==> src/rtl/ace_snoop_port.sv <==
// ACE snoop port: queues AC snoop requests, looks each one up in the local
// cache, returns the CR response and, when data is transferred, streams the
// cache line on CD. Requests are serviced one at a time in arrival order.
//
// state  | meaning
// IDLE   | waiting for a queued request
// LOOKUP | head request presented to the cache (skipped for unsupported types)
// WAIT   | waiting for the cache lookup result
// RESP   | CR response presented until accepted
// DATA   | CD beats streamed, beat 0 first
module ace_snoop_port #(
  parameter int ADDR_WIDTH  = 32,
  parameter int DATA_WIDTH  = 32,
  parameter int LINE_BEATS  = 4,
  parameter int QUEUE_DEPTH = 2
) (
  input  logic                             clk,
  input  logic                             rst_n,
  input  logic                             acvalid,
  output logic                             acready,
  input  logic [ADDR_WIDTH-1:0]            acaddr,
  input  logic [3:0]                       acsnoop,
  input  logic [2:0]                       acprot,
  output logic                             crvalid,
  input  logic                             crready,
  output logic [4:0]                       crresp,
  output logic                             cdvalid,
  input  logic                             cdready,
  output logic [DATA_WIDTH-1:0]            cddata,
  output logic                             cdlast,
  output logic                             lk_valid,
  input  logic                             lk_ready,
  output logic [ADDR_WIDTH-1:0]            lk_addr,
  output logic [3:0]                       lk_snoop,
  input  logic                             lk_rsp_valid,
  input  logic                             lk_hit,
  input  logic                             lk_dirty,
  input  logic                             lk_unique,
  input  logic [DATA_WIDTH*LINE_BEATS-1:0] lk_line
);

  localparam int OFF    = $clog2(LINE_BEATS * DATA_WIDTH / 8);
  localparam int BEAT_W = $clog2(LINE_BEATS);
  localparam int PTR_W  = (QUEUE_DEPTH > 1) ? $clog2(QUEUE_DEPTH) : 1;
  localparam int CNT_W  = $clog2(QUEUE_DEPTH + 1);
  localparam logic [BEAT_W-1:0] LAST_BEAT = BEAT_W'(LINE_BEATS - 1);

  typedef enum logic [2:0] {S_IDLE, S_LOOKUP, S_WAIT, S_RESP, S_DATA} state_t;

  state_t state_q, state_d;

  logic [ADDR_WIDTH-1:0] q_addr  [QUEUE_DEPTH];
  logic [3:0]            q_snoop [QUEUE_DEPTH];
  logic [PTR_W-1:0]      wr_ptr, rd_ptr;
  logic [CNT_W-1:0]      count;
  logic                  full, empty, push, pop;

  logic [ADDR_WIDTH-1:0] cur_addr;
  logic [3:0]            cur_snoop;
  logic [4:0]            resp_q, resp_d;
  logic [LINE_BEATS-1:0][DATA_WIDTH-1:0] line_q;
  logic [BEAT_W-1:0]     beat_q;
  logic                  supported, is_read, is_clean, shared_type;
  logic                  dt, pd;
  logic                  unused_sig;

  function automatic logic [PTR_W-1:0] ptr_inc(input logic [PTR_W-1:0] p);
    return (p == PTR_W'(QUEUE_DEPTH - 1)) ? '0 : p + 1'b1;
  endfunction

  assign full    = (count == CNT_W'(QUEUE_DEPTH));
  assign empty   = (count == '0);
  // acready is forced low while the port is held in reset
  assign acready = rst_n && !full;
  assign push    = acvalid && acready;
  assign pop     = (state_q == S_IDLE) && !empty;

  // protection bits and the in-line offset play no part in snooping
  assign unused_sig = ^{acprot, cur_addr[OFF-1:0]};

  // FIFO storage; contents are qualified by count so no reset is needed
  always_ff @(posedge clk) begin
    if (push) begin
      q_addr[wr_ptr]  <= acaddr;
      q_snoop[wr_ptr] <= acsnoop;
    end
  end

  // FIFO pointers and occupancy; simultaneous push and pop keep count
  always_ff @(posedge clk or negedge rst_n) begin
    if (!rst_n) begin
      wr_ptr <= '0;
      rd_ptr <= '0;
      count  <= '0;
    end else begin
      if (push) wr_ptr <= ptr_inc(wr_ptr);
      if (pop)  rd_ptr <= ptr_inc(rd_ptr);
      if (push && !pop)      count <= count + 1'b1;
      else if (pop && !push) count <= count - 1'b1;
    end
  end

  // snoop type classification and response bits from the lookup result
  always_comb begin
    is_read     = (cur_snoop == 4'b0000) || (cur_snoop == 4'b0001) ||
                  (cur_snoop == 4'b0010) || (cur_snoop == 4'b0011) ||
                  (cur_snoop == 4'b0111);
    is_clean    = (cur_snoop == 4'b1000) || (cur_snoop == 4'b1001);
    supported   = is_read || is_clean || (cur_snoop == 4'b1101);
    shared_type = (cur_snoop == 4'b0000) || (cur_snoop == 4'b0001) ||
                  (cur_snoop == 4'b0010) || (cur_snoop == 4'b0011) ||
                  (cur_snoop == 4'b1000);
    dt = 1'b0;
    if (is_read)       dt = lk_hit;
    else if (is_clean) dt = lk_hit && lk_dirty;
    // ReadOnce and ReadClean never hand over dirty ownership
    pd = dt && lk_dirty && (cur_snoop != 4'b0000) && (cur_snoop != 4'b0010);
    resp_d = {lk_hit && lk_unique, lk_hit && shared_type, pd, 1'b0, dt};
  end

  // state register
  always_ff @(posedge clk or negedge rst_n) begin
    if (!rst_n) state_q <= S_IDLE;
    else        state_q <= state_d;
  end

  // next-state logic
  always_comb begin
    state_d = state_q;
    case (state_q)
      S_IDLE:   if (!empty) state_d = S_LOOKUP;
      S_LOOKUP: begin
        if (!supported)    state_d = S_RESP;
        else if (lk_ready) state_d = S_WAIT;
      end
      S_WAIT:   if (lk_rsp_valid) state_d = S_RESP;
      S_RESP:   if (crready) state_d = resp_q[0] ? S_DATA : S_IDLE;
      S_DATA:   if (cdready && (beat_q == LAST_BEAT)) state_d = S_IDLE;
      default:  state_d = S_IDLE;
    endcase
  end

  // output decode
  always_comb begin
    lk_valid = (state_q == S_LOOKUP) && supported;
    crvalid  = (state_q == S_RESP);
    crresp   = (state_q == S_RESP) ? resp_q : 5'b00000;
    cdvalid  = (state_q == S_DATA);
    cdlast   = (state_q == S_DATA) && (beat_q == LAST_BEAT);
    cddata   = (state_q == S_DATA) ? line_q[beat_q] : '0;
  end

  assign lk_addr  = {cur_addr[ADDR_WIDTH-1:OFF], {OFF{1'b0}}};
  assign lk_snoop = cur_snoop;

  // request, response and line capture plus the CD beat counter
  always_ff @(posedge clk or negedge rst_n) begin
    if (!rst_n) begin
      cur_addr  <= '0;
      cur_snoop <= '0;
      resp_q    <= '0;
      line_q    <= '0;
      beat_q    <= '0;
    end else begin
      if (pop) begin
        cur_addr  <= q_addr[rd_ptr];
        cur_snoop <= q_snoop[rd_ptr];
      end
      if ((state_q == S_LOOKUP) && !supported) resp_q <= 5'b00000;
      if ((state_q == S_WAIT) && lk_rsp_valid) begin
        resp_q <= resp_d;
        line_q <= lk_line;
      end
      if ((state_q == S_DATA) && cdready)
        beat_q <= (beat_q == LAST_BEAT) ? '0 : beat_q + 1'b1;
    end
  end

endmodule

==> config.mk <==
export PLATFORM = sky130hd
export DESIGN_NAME = ace_snoop_port
export DESIGN_NICKNAME = d
export VERILOG_FILES = /design/src/rtl/ace_snoop_port.sv
export SDC_FILE = /design/constraint.sdc
export NUM_CORES = 1
export LEC_CHECK = 0
export ABC_AREA = 1
export BUFFER_PORTS_ARGS = -buffer_cell sky130_fd_sc_hd__buf_4
export CAP_MARGIN = 20
export CORE_UTILIZATION = 45
export CTS_CLUSTER_DIAMETER = 80
export DETAILED_ROUTE_END_ITERATION = 10
export HOLD_SLACK_MARGIN = 0.02
export PLACE_DENSITY_LB_ADDON = 0.1
export SLEW_MARGIN = 5
export SYNTH_ARGS = -nofsm -noshare
export SYNTH_HDL_FRONTEND = slang
export SYNTH_SLANG_ARGS = --single-unit
==> constraint.sdc <==
create_clock -name clk -period 2.83 [get_ports clk]
set_input_delay 0.283 -clock clk [delete_from_list [all_inputs] [get_ports clk]]
set_output_delay 0.283 -clock clk [all_outputs]
set_load 0.005 [all_outputs]
==> results by group <==
Outcome
  • Status: complete, no violations

Power and ir drop
  • Pleak: 7.13 nW
  • Clk network pwr share: 0.250
  • Peak VDD IR: 641 uV
  • P per Cell Area: 938 nW/um^2
  • Sw Ratio: 0.357
  • Reg power frac: 0.399
  • Int Power: 0.00882 W
  • Overall Power: 0.0137 W
  • Switch Pwr: 0.00490 W
  • Comb power frac: 0.350

Critical path
  • Cells on worst reg2reg path: 8
  • Launch point of the worst path: state_q[1]
  • Crit path capture: cddata[21]
  • CP Max Fanout: 35
  • CP endpoint kind: output pin
  • R2r endpoint: resp_q[4]
  • FF-to-FF setup slack: 0.65 ns
  • Worst EP required: 2.55 ns
  • Critical Path Start Type: flop
  • CP Data Arrival Time: 2.25 ns
  • WS Path Type: reg -> out
  • R2R Path Start: state_q[1]

Drt
  • Final wirelength: 27.3 mm
  • Drt first pass iters: 5
  • Vias/cell: 4.83
  • Final antenna-violating net count: 0
  • Starting DRT DRC Count: roughly 460
  • Wire length per cell: 14.9 um
  • Vias: 8,845
  • Residual DRC: 0

Global routing
  • Vias in the first global route: 8,765
  • Initial antenna violation count: 3
  • Met2 usage: 0.428
  • Largest net degree at the start of global routing: 131
  • Total GRT Usage: 0.234
  • M3 GR Usage: 0.0503
  • Global route overflow: 0
  • Most used routing layer: met2
  • Routing usage on met1: 0.276
  • First-pass GRT wire length: 42.3 mm

Clock tree
  • Maximum buffer depth of the clock tree: 3
  • Clock root cell: clkbuf_16
  • TritonCTS Buffers: 26
  • Clock Pin Slew Worst Setup and Hold Paths: 0.06 ns
  • # clock sinks: 237
  • H-tree depth: 1
  • CTS tree: yes
  • Skew-Pair Late Insertion Delay: 0.52 ns
  • Hold buffer count at CTS: 164
  • Post-CTS sizing: 0
  • Setup Fix Bufs, Post-CTS: 0

Place
  • Input/output buffers: 242
  • GPL Wtd Cong: between 0.8 and 0.9
  • Detailed Place HPWL: around 16 mm
  • Post-Place Cells: between 1,500 and 2,000

STA
  • Final slew viol count: 0
  • Worst hold margin: 0.0460 ns
  • RSZ-0062 raised after global routing: false
  • Crit share post-route: 0.895
  • Final Hold Vio Count: 0
  • Final critical-path required period: 2.53 ns
  • Setup_tns: 0 ns
  • Max_slew headroom: 0.345
  • Clock skew: 0.00814 ns
  • Max Fclk: 0.395 GHz
  • Tightest Pin Transition: 0.982 ns
  • Endpoints failing setup: 0

Floorplanning
  • Rows: 54
  • # IOs: 255
  • Die Wd: 152 um
  • Starting density of the core: 0.461
  • Core footprint: about 22,000 um^2
  • Die height: 152 um
  • Die ar.: 23,000 um^2

Logic synthesis
  • Warnings, synthesis: 0
  • Syn Inst Count: 1,147
  • Yosys cell types: 26
  • Post-synthesis sequential area ratio: 0.619
  • Post-synthesis cell area: a little over 10,000 um^2
  • Seq cells post-synth: between 200 and 250
  • Avg Inst Size Synth: 8.80 um^2

Final layout
  • Area grow syn2layout: 44.9%
  • Proportion of layout cells with a drive suffix above 1: 0.200
  • Layout Cells excl Fill: 1,830
  • Most frequent cells in the layout: nand2_1, buf_4, nor2_1
  • Fillcell total: between 1,500 and 2,000
  • NumNets Final: 1,706
  • Most common cell after layout, fill and taps aside: nand2_1

Worst hold path
  • Hold Crit Class: in -> reg

Run
  • Max Cap Viol: 0
==> how the worst min path moves through the flow <==
| stage | start | end | cells past startpoint |
|---|---|---|---|
| 5_1_grt | lk_hit | resp_q[0] | 3 |
| 6_report | lk_hit | resp_q[0] | 3 |
| 3_5_place_dp | line_q[101] | line_q[101] | 2 |
| 2_1_floorplan | rst_n | beat_q[0] | 0 |
| 3_3_place_gp | line_q[121] | line_q[121] | 2 |
| 4_1_cts | lk_hit | resp_q[0] | 3 |
==> state kept, by name, indices dropped and copies added (netlist names) <==
register / cells
resp_q: 4
q_addr: 56
count: 2
state_q: 3
lk_snoop: 4
rd_ptr: 1
wr_ptr: 1
q_snoop: 8
beat_q: 2
cur_addr: 28
line_q: 128
==> synth_stat cells <==
master,number,share of area
nand2_1,441,0.16
nor2_1,208,0.077
dfrtp_1,173,0.43
o21ai_0,70,0.035
edfxtp_1,64,0.19
a21oi_1,34,0.017
o31ai_1,32,0.024
clkbuf_1,29,0.011
buf_2,26,0.013
inv_1,21,0.0078
nand3_1,12,0.0060
buf_4,7,0.0052
buf_1,6,0.0022
buf_6,4,0.0045
inv_2,4,0.0015
nor2_2,3,0.0019
ha_1,2,0.0025
xnor2_1,2,0.0017
xor2_1,2,0.0017
a21boi_0,1,0.00074
conb_1,1,0.00037
nor2_4,1,0.0011
o211ai_1,1,0.00074
o21ai_1,1,0.00050
o22ai_1,1,0.00062
o31ai_2,1,0.0012
==> critical path, cell delays in order, from the launching register on <==
cell     delay [ns]
dfrtp_1        0.43
nor2_2         0.21
nand2_2        0.50
a21oi_1        0.42
buf_4          0.17
==> power by group through the flow <==
stage                     Clock [W]  Sequential [W]  Combinational (W)
after floorplan                   0         0.00538            0.00317
after global placement            0         0.00549            0.00454
after detailed placement          0         0.00551            0.00466
after CTS                   0.00349         0.00547            0.00486
after global routing        0.00362         0.00563            0.00547
final                       0.00343         0.00548            0.00481
==> final cells by class <==
| class | count | area, um^2 | share of cell area |
|---|---|---|---|
| flip-flops and latches | 237 | 6250 | 0.428 |
| multi-input cells | 817 | 3420 | 0.234 |
| inverters | 25 | 96.3 | 0.00659 |
| clock inverters | 12 | 136 | 0.00933 |
| clock buffers | 36 | 739 | 0.0506 |
| diodes | 3 | 7.51 | 0.000513 |
| well taps | 280 | 350 | 0.0240 |
| repair buffers | 420 | 3620 | 0.248 |
==> stage by stage <==
| stage | instance area, um^2 | util | worst slack [ns] |
|---|---|---|---|
| after floorplan | 10100 | - | 0.203 |
| after global placement | 12100 | 0.553 | 0.835 |
| after detailed placement | 12100 | 0.553 | 0.843 |
| after CTS | 14600 | 0.668 | 0.267 |
| after global routing | 14600 | 0.668 | 0.152 |
| final | 14600 | 0.668 | 0.298 |
==> cell families after synthesis <==
logic type	Yosys count	synth area share
DFF	237	0.619
and+or+nand+nor	665	0.250
AOI/OAI and AO/OA	141	0.0792
buffers and inverters	97	0.0449
xor gates and xnor gates	4	0.00347
adders and majority gates	2	0.00248
other	1	0.000372
==> layer usage <==
| layer | up-vias | part of all wire |
|---|---|---|
| met1 | 4162 | 0.40 |
| met3 | 43 | 0.066 |
| met5 | - | 0 |
| li1 | 4405 | - |
| met4 | 0 | 0.020 |
| met2 | 235 | 0.51 |
Power figures use the tool's default switching activity.
